## config.mk

```make
export PLATFORM = sky130hd
export DESIGN_NAME = rv_alu_issue
export DESIGN_NICKNAME = d
export VERILOG_FILES = /design/src/rtl/rv_alu_issue_pkg.sv /design/src/rtl/rv_alu_issue_ctrl.sv /design/src/rtl/rv_alu_issue.sv
export SDC_FILE = /design/constraint.sdc
export NUM_CORES = 1
export LEC_CHECK = 0
export CAP_MARGIN = 20
export CORE_AREA = 2 2 189 191
export DETAILED_ROUTE_END_ITERATION = 16
export DIE_AREA = 0 0 191 193
export HOLD_SLACK_MARGIN = 0.12
export PLACE_DENSITY = 0.69
export SETUP_SLACK_MARGIN = 0.05
export SLEW_MARGIN = 10
export SYNTH_ARGS = -nofsm -noshare
export SYNTH_HDL_FRONTEND = slang
export SYNTH_HIERARCHICAL = 1
export SYNTH_SLANG_ARGS = --single-unit
```

## constraint.sdc

```tcl
create_clock -name clk_i -period 1.73 [get_ports clk_i]
set_input_delay 0.173 -clock clk_i [delete_from_list [all_inputs] [get_ports clk_i]]
set_output_delay 0.173 -clock clk_i [all_outputs]
set_load 0.1 [all_outputs]
```

## src/rtl/rv_alu_issue_pkg.sv

```systemverilog
// Shared encodings for the execute stage: ALU select codes, ALU-op classes,
// the branch funct3 values and the pipeline register layouts.
package rv_alu_issue_pkg;

   localparam int XLEN = 64;

   typedef enum logic [3:0] {
      ALU_AND  = 4'b0000,
      ALU_OR   = 4'b0001,
      ALU_ADD  = 4'b0010,
      ALU_SUB  = 4'b0110,
      ALU_PASS = 4'b1111
   } alu_sel_e;

   typedef enum logic [1:0] {
      ALUOP_MEM    = 2'b00,
      ALUOP_BRANCH = 2'b01,
      ALUOP_ARITH  = 2'b10,
      ALUOP_PASS   = 2'b11
   } aluop_e;

   localparam logic [2:0] F3_BEQ    = 3'b000;
   localparam logic [2:0] F3_BNE    = 3'b001;
   localparam logic [2:0] F3_ADDSUB = 3'b000;
   localparam logic [2:0] F3_OR     = 3'b110;
   localparam logic [2:0] F3_AND    = 3'b111;

   typedef struct packed {
      logic            valid;
      logic [XLEN-1:0] op1;
      logic [XLEN-1:0] op2;
      logic [3:0]      op_sel;
      logic [4:0]      rd;
      logic [1:0]      aluop;
      logic [2:0]      funct3;
      logic            illegal;
   } s1_t;

   typedef struct packed {
      logic            valid;
      logic [XLEN-1:0] result;
      logic [4:0]      rd;
      logic            taken;
      logic            illegal;
   } s2_t;

   localparam s1_t S1_RESET = '{valid: 1'b0, op1: '0, op2: '0, op_sel: ALU_PASS,
                                rd: '0, aluop: '0, funct3: '0, illegal: 1'b0};
   localparam s2_t S2_RESET = '{valid: 1'b0, result: '0, rd: '0, taken: 1'b0,
                                illegal: 1'b0};

endpackage

```

## src/rtl/rv_alu_issue_ctrl.sv

```systemverilog
// ALU control decoder: maps {aluop, funct3, funct7b5, rtype} to an ALU
// select code and flags encodings this ALU does not implement.
module rv_alu_ctrl
   import rv_alu_issue_pkg::*;
(
   input  logic [1:0] aluop_i,
   input  logic [2:0] funct3_i,
   input  logic       funct7b5_i,
   input  logic       rtype_i,
   output logic [3:0] op_sel_o,
   output logic       illegal_o
);

   always_comb begin
      op_sel_o  = ALU_PASS;
      illegal_o = 1'b0;
      case (aluop_i)
         ALUOP_MEM:    op_sel_o = ALU_ADD;
         ALUOP_BRANCH: begin
            op_sel_o  = ALU_SUB;
            illegal_o = (funct3_i != F3_BEQ) && (funct3_i != F3_BNE);
         end
         ALUOP_ARITH: begin
            case (funct3_i)
               // funct7b5 only means SUB on R-type; on ADDI it is immediate bits
               F3_ADDSUB: op_sel_o = (rtype_i & funct7b5_i) ? ALU_SUB : ALU_ADD;
               F3_AND:    op_sel_o = ALU_AND;
               F3_OR:     op_sel_o = ALU_OR;
               default: begin
                  op_sel_o  = ALU_PASS;
                  illegal_o = 1'b1;
               end
            endcase
         end
         default:      op_sel_o = ALU_PASS;
      endcase
   end

endmodule

```

## src/rtl/rv_alu_issue.sv

```systemverilog
// Execute-stage issue/retire unit: S1 registers decoded operands into the
// combinational ALU, S2 captures its result and resolves BEQ/BNE.
module rv_alu_issue
   import rv_alu_issue_pkg::*;
(
   input  logic            clk_i,
   input  logic            rst_i,
   input  logic            flush_i,
   input  logic            in_valid_i,
   output logic            in_ready_o,
   input  logic [1:0]      aluop_i,
   input  logic [2:0]      funct3_i,
   input  logic            funct7b5_i,
   input  logic            rtype_i,
   input  logic            alusrc_i,
   input  logic [XLEN-1:0] rs1_i,
   input  logic [XLEN-1:0] rs2_i,
   input  logic [XLEN-1:0] imm_i,
   input  logic [4:0]      rd_i,
   output logic [XLEN-1:0] alu_op1_o,
   output logic [XLEN-1:0] alu_op2_o,
   output logic [3:0]      alu_op_sel_o,
   input  logic [XLEN-1:0] alu_result_i,
   input  logic            alu_zero_i,
   output logic            out_valid_o,
   input  logic            out_ready_i,
   output logic [XLEN-1:0] out_result_o,
   output logic [4:0]      out_rd_o,
   output logic            out_br_taken_o,
   output logic            out_illegal_o
);

   s1_t        s1_q, s1_d;
   s2_t        s2_q, s2_d;
   logic [3:0] dec_sel;
   logic       dec_illegal;
   logic       s2_free;
   logic       s1_move;
   logic       in_fire;
   logic       br_taken;

   rv_alu_ctrl u_ctrl (
      .aluop_i    (aluop_i),
      .funct3_i   (funct3_i),
      .funct7b5_i (funct7b5_i),
      .rtype_i    (rtype_i),
      .op_sel_o   (dec_sel),
      .illegal_o  (dec_illegal)
   );

   assign s2_free    = ~s2_q.valid | out_ready_i;
   assign s1_move    = s1_q.valid & s2_free;
   assign in_ready_o = ~s1_q.valid | s2_free;
   assign in_fire    = in_valid_i & in_ready_o;

   assign br_taken = (s1_q.aluop == ALUOP_BRANCH) &
                     (((s1_q.funct3 == F3_BEQ) &  alu_zero_i) |
                      ((s1_q.funct3 == F3_BNE) & ~alu_zero_i));

   // A stage that empties keeps its payload so the ALU inputs and out_* stay quiet.
   always_comb begin
      s1_d = s1_q;
      if (flush_i) begin
         s1_d = S1_RESET;
      end else if (in_fire) begin
         s1_d.valid   = 1'b1;
         s1_d.op1     = rs1_i;
         s1_d.op2     = alusrc_i ? imm_i : rs2_i;
         s1_d.op_sel  = dec_sel;
         s1_d.rd      = rd_i;
         s1_d.aluop   = aluop_i;
         s1_d.funct3  = funct3_i;
         s1_d.illegal = dec_illegal;
      end else if (s1_move) begin
         s1_d.valid = 1'b0;
      end
   end

   always_comb begin
      s2_d = s2_q;
      if (flush_i) begin
         s2_d = S2_RESET;
      end else if (s1_move) begin
         s2_d.valid   = 1'b1;
         s2_d.result  = alu_result_i;
         s2_d.rd      = s1_q.rd;
         s2_d.taken   = br_taken;
         s2_d.illegal = s1_q.illegal;
      end else if (out_ready_i) begin
         s2_d.valid = 1'b0;
      end
   end

   always_ff @(posedge clk_i) begin
      if (rst_i) begin
         s1_q <= S1_RESET;
         s2_q <= S2_RESET;
      end else begin
         s1_q <= s1_d;
         s2_q <= s2_d;
      end
   end

   assign alu_op1_o      = s1_q.op1;
   assign alu_op2_o      = s1_q.op2;
   assign alu_op_sel_o   = s1_q.op_sel;
   assign out_valid_o    = s2_q.valid;
   assign out_result_o   = s2_q.result;
   assign out_rd_o       = s2_q.rd;
   assign out_br_taken_o = s2_q.taken;
   assign out_illegal_o  = s2_q.illegal;

endmodule

```

==> out/metrics.csv <==
stage,metric,value,unit
finish,area delta synth->final,52.81,%
finish,"commonest cells after routing, fill and taps aside","clkdlybuf4s50_1 (272), buf_4 (243), dfxtp_1 (214), nand2_1 (150), mux2i_1 (139)",
cts,H-tree levels,1,
floorplan,starting density of the core,28.30,%
sta,setup violators final,0,
worst_setup_path,Required @ worst endpoint,1.56,ns
sta,worst max-slew margin expressed relative to the limit,69.34,%
worst_setup_path,kind of end point of the critical path,output pin,
grt,total routing resource utilization after global routing,15.93,%
sta,hold slack final,0.1989,ns
finish,number of antenna repair diodes,0,
sta,worst setup skew after layout,0.01415,ns
power,sequential share of power,39.2,%
worst_setup_path,maximum net fanout on the critical path,13,
cts,maximum count of clock buffers along a single path,3,
worst_setup_path,CP arrival,1.36,ns
floorplan,chip width,191,µm
grt,initial antenna violation count,0,
synth,Synth Warn #,6,
power,net switching power figure,3.861,mW
sta,Pins Over Slew Limit,0,
worst_setup_path,launching element type of the critical path,flop,
finish,Layout Cells excl Fill,1943,
detailed_routing,wire per inst,16.34,µm
cts,total clock buffers created by CTS,24,
synth,share of the synthesized area in the top cell type,43.70,%
grt,number of global-route vias before repair,8634,
synth,Syn Area/Cell,8.858,µm²
detailed_routing,number of vias per cell after detailed routing,4.625,
synth,area of the mapped netlist,0.009894,mm²
cts,CTS Sinks,216,
power,combinational group share of total power,21.1,%
synth,Netlist cell types,33,
grt,pin count of the biggest net entering global routing,69,
synth,number of synthesized register bits,216,
detailed_routing,DRT Wirelength,31.74,mm
place,Placed Cells incl. Taps,1896,
outcome,outcome,finished clean,
power,Overall Power,13.31,mW
place,Detailed Place HPWL,24.22,mm
finish,Final Net Count,1743,
grt,overall overflow remaining after global route,0,
synth,sequential share of the synthesized area,43.70,%
synth,gate count after technology mapping,1117,
detailed_routing,drt first pass iters,4,
worst_setup_path,worst setup path class,reg2out,
sta,endpoints failing hold,0,
power,clock network fraction of design power,39.7,%
power,static leakage,6.259,nW
synth,number of nets in the synthesized netlist,1396,
sta,setup repair after global routing missed its margin,false,
sta,clock period minus final worst setup slack,1.533,ns
detailed_routing,# DRC,0,
cts,clock-pin slew reported for the worst setup and hold paths after clock tree synthesis,0.06,ns
power,Net Sw Frac,29.01,%
cts,clock insertion delay at the later pin of the skew report,0.52,ns
job,number of max-cap violations,0,
floorplan,I/O pin count,480,
cts,clock tree from TritonCTS,built,
place,final estimated routing congestion in global placement,0.7945,
synth,top cell type by total area after synthesis,dfxtp_1,
detailed_routing,remaining antenna violation count,0,
cts,clock root cell,clkbuf_16,
power,maximum VDD drop,0.0006201,V
finish,share of post-route cells with drive strength above 1,22.27,%
place,input/output buffers,479,
floorplan,floorplan core area,0.03496,mm²
sta,final cycle utilization of the critical path,88.61,%
synth,Synth area leaders,"dfxtp_1 (44%), mux2i_1 (14%), buf_4 (10%)",
floorplan,total die area,0.03686,mm²
power,P per Cell Area,880.2,mW/mm²
detailed_routing,1st-iter DRT viols,285,
floorplan,number of rows in the core area,69,
floorplan,die outline height,193,µm
sta,slew of the pin with the lowest slew margin,0.4599,ns
power,cell-internal power,9.447,mW
min_path,min-delay worst type,in2reg,
sta,maximum frequency from static timing analysis,652.4,MHz
finish,"most common cell after layout, fill and taps aside",clkdlybuf4s50_1,
detailed_routing,via count of the routed design,8986,
grt,global-route wire length before repair,47.08,mm
==> cell families after synthesis <==
group | after synthesis | share of synthesized area, %
AOI/OAI and AO/OA | 284 | 16.50
buffers and inverters | 239 | 14.98
and+or+nand+nor | 234 | 10.15
DFF | 216 | 43.70
muxes | 139 | 14.06
adders and majority gates | 4 | 0.5058
xor gates and xnor gates | 1 | 0.08853
==> routing by layer <==
layer	vias to the layer above	global-route usage (%)	wire length, µm
li1	4441	-	-
met2	335	27.94	15780
met5	-	0	0
met1	4160	19.20	12600
met4	0	5.009	954
met3	50	3.819	2403
==> power groups by stage <==
stage	Sequential (mW)	Clock (mW)	Combinational [mW]
4_1_cts	5.22	5.47	2.82
3_3_place_gp	5.33	0	2.79
5_1_grt	5.24	5.65	2.94
6_report	5.22	5.28	2.80
3_5_place_dp	5.33	0	2.81
2_1_floorplan	5.45	0	1.66
==> worst paths after layout <==
kind | startpoint | end | slack (ns) | cells past startpoint
max | out_valid_o | in_ready_o | 0.20 | 3
min | rs1_i[53] | alu_op1_o[53] | 0.20 | 3
max reg2reg | s1_q[143] | alu_op1_o[11] | 0.31 | 4
min reg2reg | alu_op1_o[58] | alu_op1_o[58] | 0.45 | 2
==> state kept, by name, indices dropped and copies added (netlist names) <==
register        cells
out_br_taken_o      1
out_rd_o            5
alu_op1_o          64
out_illegal_o       1
alu_op2_o          64
out_result_o       64
out_valid_o         1
alu_op_sel_o        4
s1_q               12
==> per-stage QoR <==
stage	cell area (µm²)	setup TNS [ns]	utilization (%)	setup slack, ns
2_1_floorplan	9896	0	-	0.06710
3_3_place_gp	14260	-0.1164	40.79	-0.07997
3_5_place_dp	14260	-0.1976	40.79	-0.1182
4_1_cts	15110	0	43.22	0.08195
5_1_grt	15120	0	43.24	0.1122
6_report	15120	0	43.24	0.1971
==> Yosys cell counts, drive strengths merged <==
master	count
a211o	2
a211oi	64
a21boi	1
a21o	1
a21oi	138
a31o	1
buf	169
clkbuf	62
dfxtp	216
ha	4
inv	8
mux2i	139
nand2	150
nand2b	1
nand3	75
nand3b	1
nand4	1
nor2	1
nor2b	1
nor4b	1
o211a	1
o211ai	4
o21ai	71
o32a	1
or2	1
or3	1
or4	1
xor2	1
==> worst max-delay path, cell delays in order, from the launching register on <==
cell and delay, ns:
dfxtp_2 0.34, nand3b_1 0.12, buf_6 0.18, buf_12 0.19
==> what timing repair did <==
item,4_1_cts,5_1_grt
resized for setup,2,0
setup endpoints to repair,1,1
pin swaps,0,1
hold endpoints to repair,1,0
buffers inserted,1,1
hold buffers,1,0
==> layout make-up <==
| cell class | instances | area [µm²] |
|---|---|---|
| fill | 3420 | 19850 |
| timing repair buffer | 552 | 5254 |
| inverter | 8 | 30.03 |
| clock inverter | 10 | 136.4 |
| sequential | 216 | 4329 |
| multi-input combinational | 662 | 4105 |
| tap | 461 | 576.8 |
| clock buffer | 34 | 688.2 |
(Power assumes the default switching activity.)
